<file path="src/rtl/ones_gen.sv">
// ones_gen -- serial word generator, the inverse of a ones counter.
//
// A count accepted on the input handshake produces one W-bit serial word,
// W = 2**(n+1)-1, which contains exactly that many ones. The word is sent
// index 0 first over a valid/ready handshake.
//
// Ports:
//   clk        clock; all state changes on the rising edge
//   rst_n      synchronous active-low reset
//   in_count   number of ones for the next word (0..W)
//   in_valid   in_count is valid
//   in_ready   block is idle and can accept a count
//   out_bit    current serial bit
//   out_valid  out_bit is valid (high only while a word is being emitted)
//   out_ready  sink accepts out_bit
//   out_last   out_bit is the final bit (index W-1) of the word
//   remaining  ones of the current word not yet accepted by the sink
//
// Build option:
//   ONES_GEN_SPREAD_EN  defined: ones are spread evenly over the word using
//                       an error accumulator (acc).
//                       undefined: ones occupy the leading indices
//                       0..count-1 and no accumulator exists.

module ones_gen #(
  parameter int n = 6
) (
  input  logic         clk,
  input  logic         rst_n,
  input  logic [n:0]   in_count,
  input  logic         in_valid,
  output logic         in_ready,
  output logic         out_bit,
  output logic         out_valid,
  input  logic         out_ready,
  output logic         out_last,
  output logic [n:0]   remaining
);

  localparam int         IW       = n + 1;
  localparam int         W        = 2 ** IW - 1;
  localparam logic [n:0] LAST_IDX = IW'(W - 1);

  typedef enum logic {IDLE = 1'b0, EMIT = 1'b1} state_t;

  state_t     state_reg;
  state_t     state_next;
  logic [n:0] idx_reg;
  logic [n:0] count_reg;
  logic [n:0] remaining_reg;
  logic       bit_raw;
  logic       accept;
  logic       xfer;

  assign accept = in_valid & in_ready;
  assign xfer   = out_valid & out_ready;

  // ---------------------------------------------------------------- FSM
  always_ff @(posedge clk) begin
    if (!rst_n) begin
      state_reg <= IDLE;
    end else begin
      state_reg <= state_next;
    end
  end

  always_comb begin
    state_next = state_reg;
    case (state_reg)
      IDLE:    if (in_valid) state_next = EMIT;
      EMIT:    if (out_ready && (idx_reg == LAST_IDX)) state_next = IDLE;
      default: state_next = IDLE;
    endcase
  end

  always_comb begin
    in_ready  = (state_reg == IDLE);
    out_valid = (state_reg == EMIT);
    out_last  = (state_reg == EMIT) && (idx_reg == LAST_IDX);
    // Gated by state so the bit reads 0 whenever nothing is being emitted.
    out_bit   = (state_reg == EMIT) && bit_raw;
    remaining = remaining_reg;
  end

  // ---------------------------------------------------------- bit source
`ifdef ONES_GEN_SPREAD_EN
  // Bresenham-style accumulator: acc stays in [0, W), so acc + count never
  // exceeds 2W-1 and fits in n+2 bits. Over W steps acc returns to a value
  // below W, which forces exactly count ones per word.
  localparam logic [n+1:0] W_ACC = (IW + 1)'(W);

  logic [n+1:0] acc_reg;
  logic [n+1:0] acc_sum;
  logic [n+1:0] acc_next;

  always_comb begin
    acc_sum  = acc_reg + {1'b0, count_reg};
    bit_raw  = (acc_sum >= W_ACC);
    acc_next = bit_raw ? (acc_sum - W_ACC) : acc_sum;
  end

  always_ff @(posedge clk) begin
    if (!rst_n) begin
      acc_reg <= '0;
    end else if (accept) begin
      acc_reg <= '0;
    end else if (xfer) begin
      acc_reg <= acc_next;
    end
  end
`else
  // Leading ones: indices 0..count-1 carry a one.
  always_comb begin
    bit_raw = (idx_reg < count_reg);
  end
`endif

  // ------------------------------------------------------------ datapath
  // idx reaches W after the final transfer, which still fits in n+1 bits,
  // so the increment never wraps inside a word.
  always_ff @(posedge clk) begin
    if (!rst_n) begin
      idx_reg       <= '0;
      count_reg     <= '0;
      remaining_reg <= '0;
    end else if (accept) begin
      idx_reg       <= '0;
      count_reg     <= in_count;
      remaining_reg <= in_count;
    end else if (xfer) begin
      idx_reg       <= idx_reg + 1'b1;
      remaining_reg <= remaining_reg - {{n{1'b0}}, out_bit};
    end
  end

endmodule

</file>
<file path="config.mk">
export PLATFORM = sky130hd
export DESIGN_NAME = ones_gen
export DESIGN_NICKNAME = d
export VERILOG_FILES = /design/src/rtl/ones_gen.sv
export SDC_FILE = /design/constraint.sdc
export NUM_CORES = 1
export LEC_CHECK = 0
export CAP_MARGIN = 20
export CORE_MARGIN = 2
export CORE_UTILIZATION = 54
export DETAILED_ROUTE_END_ITERATION = 6
export PLACE_DENSITY = 0.85
export SYNTH_ARGS = -nofsm -noshare
export SYNTH_HDL_FRONTEND = slang
export SYNTH_SLANG_ARGS = --single-unit
</file>
<file path="constraint.sdc">
create_clock -name clk -period 7.8 [get_ports clk]
set_clock_uncertainty 0.15 [all_clocks]
set_input_delay 1.56 -clock clk [delete_from_list [all_inputs] [get_ports clk]]
set_output_delay 1.56 -clock clk [all_outputs]
set_load 0.02 [all_outputs]
</file>
==> results.txt <==
- The run finished with clean final reports.
- STA puts the critical path data required time at 6.09 ns.
- Yosys warning count: 0
- In this run the most critical hold path is launched from count_reg[0]$_SDFFE_PN0P_.
* Estimated wirelength of the detail-placed design: 1870 um
* Post-DR wirelength/cell: 13.3 um
- Max-cap violations in this run came to 0.
* Nets: 180
- Number of unique standard cell types used by synthesis: 30
* Clock-pin slew on the worst setup and hold paths: 0.13 ns
* Synth Area per Inst: 8.31 um^2
* Worst slew slack as a fraction of its limit: 55.4%
* Crit-path slowest cell: clkdlybuf4s50_1
* Wire length of the first global-routing pass: 4220 um
- Top library cells by usage in the layout, fill and taps aside: dfxtp_1 (22), clkdlybuf4s50_1 (21), nand2_1 (19), o21ai_0 (11)
- The number of nets handed over by synthesis was 159.
* Reg2reg start: idx_reg[4]$_SDFFE_PP0P_
- Ranked by total cell area, the synthesized netlist is headed by dfxtp_1 (38%), ha_1 (11%), nand2_1 (6.2%).
- The clock period could shrink to 4.11 ns.
- Seq cells post-synth: 22
* Ratio of routed vias to standard cells: 5.68
* Clock sink count: 22
- Setup violations remaining at the end of the flow were counted as 0.
- From synthesis to final layout, the design area changed by 22.7%.
- The die is 50.1 um wide.
* Area enclosed by the die boundary: 2510 um^2
- Number of buffers inserted to repair setup after CTS: 0
- I/O pin total: 22
* Die boundary height: 50.1 um
- WS Path Type: flip-flop to output port
* Clock buffers created by TritonCTS: 3
* Number of port buffers: 21
- Number of H-tree levels: 1
- Filler cells: 156
* Number of placement rows: 16
- Ratio of total power to cell area: 164 nW/um^2
- The post-route netlist has 3.80% of its cells at a drive strength greater than 1.
- Counting along the longest clock path gives a buffer depth of 2.
- The initial utilization of the core area, before any placement, comes to 57.9%.
- Area share of the largest cell type after synthesis: 38.4%
* Final Wtd Congestion: 0.823
- The number of global-route vias before repair came to 1,000.
- Across all layers, the routed design uses 1,051 vias.
- The worst setup path is launched from a flip-flop.
- The number of antenna diodes in the final layout is 0.
* Drt first pass iters: 4
* Final cell count without fillers: 185
* Initial antenna violation count: 0
- Summing every instance area after synthesis gives 1150 um^2.
- Highest cell delay on the worst timing path: 0.68 ns
- Data on the critical path arrives at its endpoint at 2.40 ns.
- Of the available clock period, the critical path in the final layout requires 52.8%.
- Hold repair after CTS inserted 0 buffers.
- Count of antenna-violating nets left after detailed routing: 0
- PostCTS Resize Cnt: 0
* Detailed-route DRC error count: 0
* Core Footprint: 1980 um^2
- Worst VDD drop: 0.116 mV
- Counting every instance in the synthesized netlist gives 138.
- Biggest fanout along the worst timing path: 5
* Fmax: 0.243 GHz
- By instance count, the cell type seen most on the critical path is a21o_1.
* Dominant cell type by area after synthesis: dfxtp_1
- Unrepaired setup endpoints after global routing: no
- Leakage power of the design: 0.515 nW
- The library cell used most frequently in the layout, excluding fill and tap cells, is dfxtp_1.
- Gr ovfl total: 0
- Summing all flip-flop and latch instances after layout gives 440 um^2.
* Gr usage total: 22.3%
- Wire length reported by the detailed router: 2460 um
- The multi-input combinational cells in the finished layout cover a total of 649 um^2.
- Count of final hold-check violations: 0
- Largest net degree at the start of global routing: 21
- At the pin with the least slew margin, the transition time is 0.670 ns.
- Crit. Startpoint: idx_reg[4]$_SDFFE_PP0P_
- Sequential cell area fraction in the yosys report: 38.4%
* Clock root cell: clkbuf_4
- The count of pins over their slew limit came to 0.
* Hold Crit Class: flip-flop to flip-flop
* Clock latency of the later-clocked register in the worst-skew pair: 0.31 ns
* Setup tns final: 0 ns
- Placed cells: 181
- Initial detailed-routing violation count: 13
- TritonCTS built the clock tree.
- STA classifies the critical path endpoint as an output port.
* Cell Chain, Critical Path: ha_1 > a21o_1 > a21o_1 > a221oi_1 > clkdlybuf4s50_1
==> layer usage <==
| layer | routed length (um) | global-route usage, % |
|---|---|---|
| met1 | 1100 | 25.7 |
| met5 | 0 | 0 |
| met4 | 24 | 5.56 |
| met3 | 95 | 6.97 |
| met2 | 1240 | 39.5 |
==> logic make-up (layout without fill, tap and decap cells) <==
group	count (synthesis)	after routing	share of synthesized area, %
compound gates	39	39	21.8
xor+xnor	3	3	2.29
fa+ha+maj	10	10	10.9
buf+inv	15	35	5.02
flops	22	22	38.4
simple gates	49	49	21.6
==> final cells by class <==
class                           instances  share of cell area [%]
Multi-Input combinational cell        101                    46.1
Timing Repair Buffer                   21                    14.9
Tap cell                               27                    2.40
Inverter                               10                    2.67
Clock buffer                            4                    2.58
Sequential cell                        22                    31.3
==> worst max-delay path: cells and delay by family, from the launching register on <==
kind | cells | cell delay (ns)
AOI/OAI and AO/OA | 3 | 0.71
adders and majority gates | 1 | 0.32
buffers and inverters | 1 | 0.68
DFF | 1 | 0.37
==> metrics by stage <==
step	hold slack (ns)	power, mW	utilization, %	cell area [um^2]	worst slack (ns)
after CTS	0.329	0.232	71.0	1410	3.68
after global placement	0.310	0.169	69.2	1370	4.10
after global routing	0.340	0.243	71.0	1410	3.57
final	0.326	0.232	71.0	1410	3.69
after floorplan	0.293	0.151	-	1150	4.46
after detailed placement	0.312	0.171	69.2	1370	4.05
==> path summary, 6_finish.rpt <==
path,endpoint,slack (ns),depth (start not counted)
worst max-delay path,out_bit,3.69,5
worst min register to register,count_reg[0]$_SDFFE_PN0P_,0.33,2
worst max register to register,remaining[6]$_SDFFE_PN0P_,4.88,9
worst min-delay path,count_reg[0]$_SDFFE_PN0P_,0.33,2
==> Yosys cell counts <==
master	instances
nor3_1	2
dfxtp_1	22
a211o_1	1
or3_2	1
nor2_1	6
or4_1	3
a21oi_1	5
xor2_1	2
or3_4	1
a21boi_0	9
o21ai_0	11
xnor2_1	1
nor2b_1	1
and2_1	1
nand4b_1	1
nand4_1	2
or3_1	4
ha_1	10
inv_1	10
o211ai_1	2
buf_2	1
clkbuf_1	4
nand3_1	5
o31ai_1	3
nand2_1	19
a31oi_1	4
a21o_1	2
a211oi_1	1
nand2b_1	3
a221oi_1	1
==> where the power goes <==
group          leakage (nW)  internal, mW  total [mW]  switching, mW
Sequential            0.180         0.118       0.124        0.00604
Clock                0.0210        0.0285      0.0631         0.0346
Combinational         0.313        0.0217      0.0441         0.0225
Total                 0.515         0.168       0.232         0.0631
No activity file was read; power rests on OpenSTA's default activity.
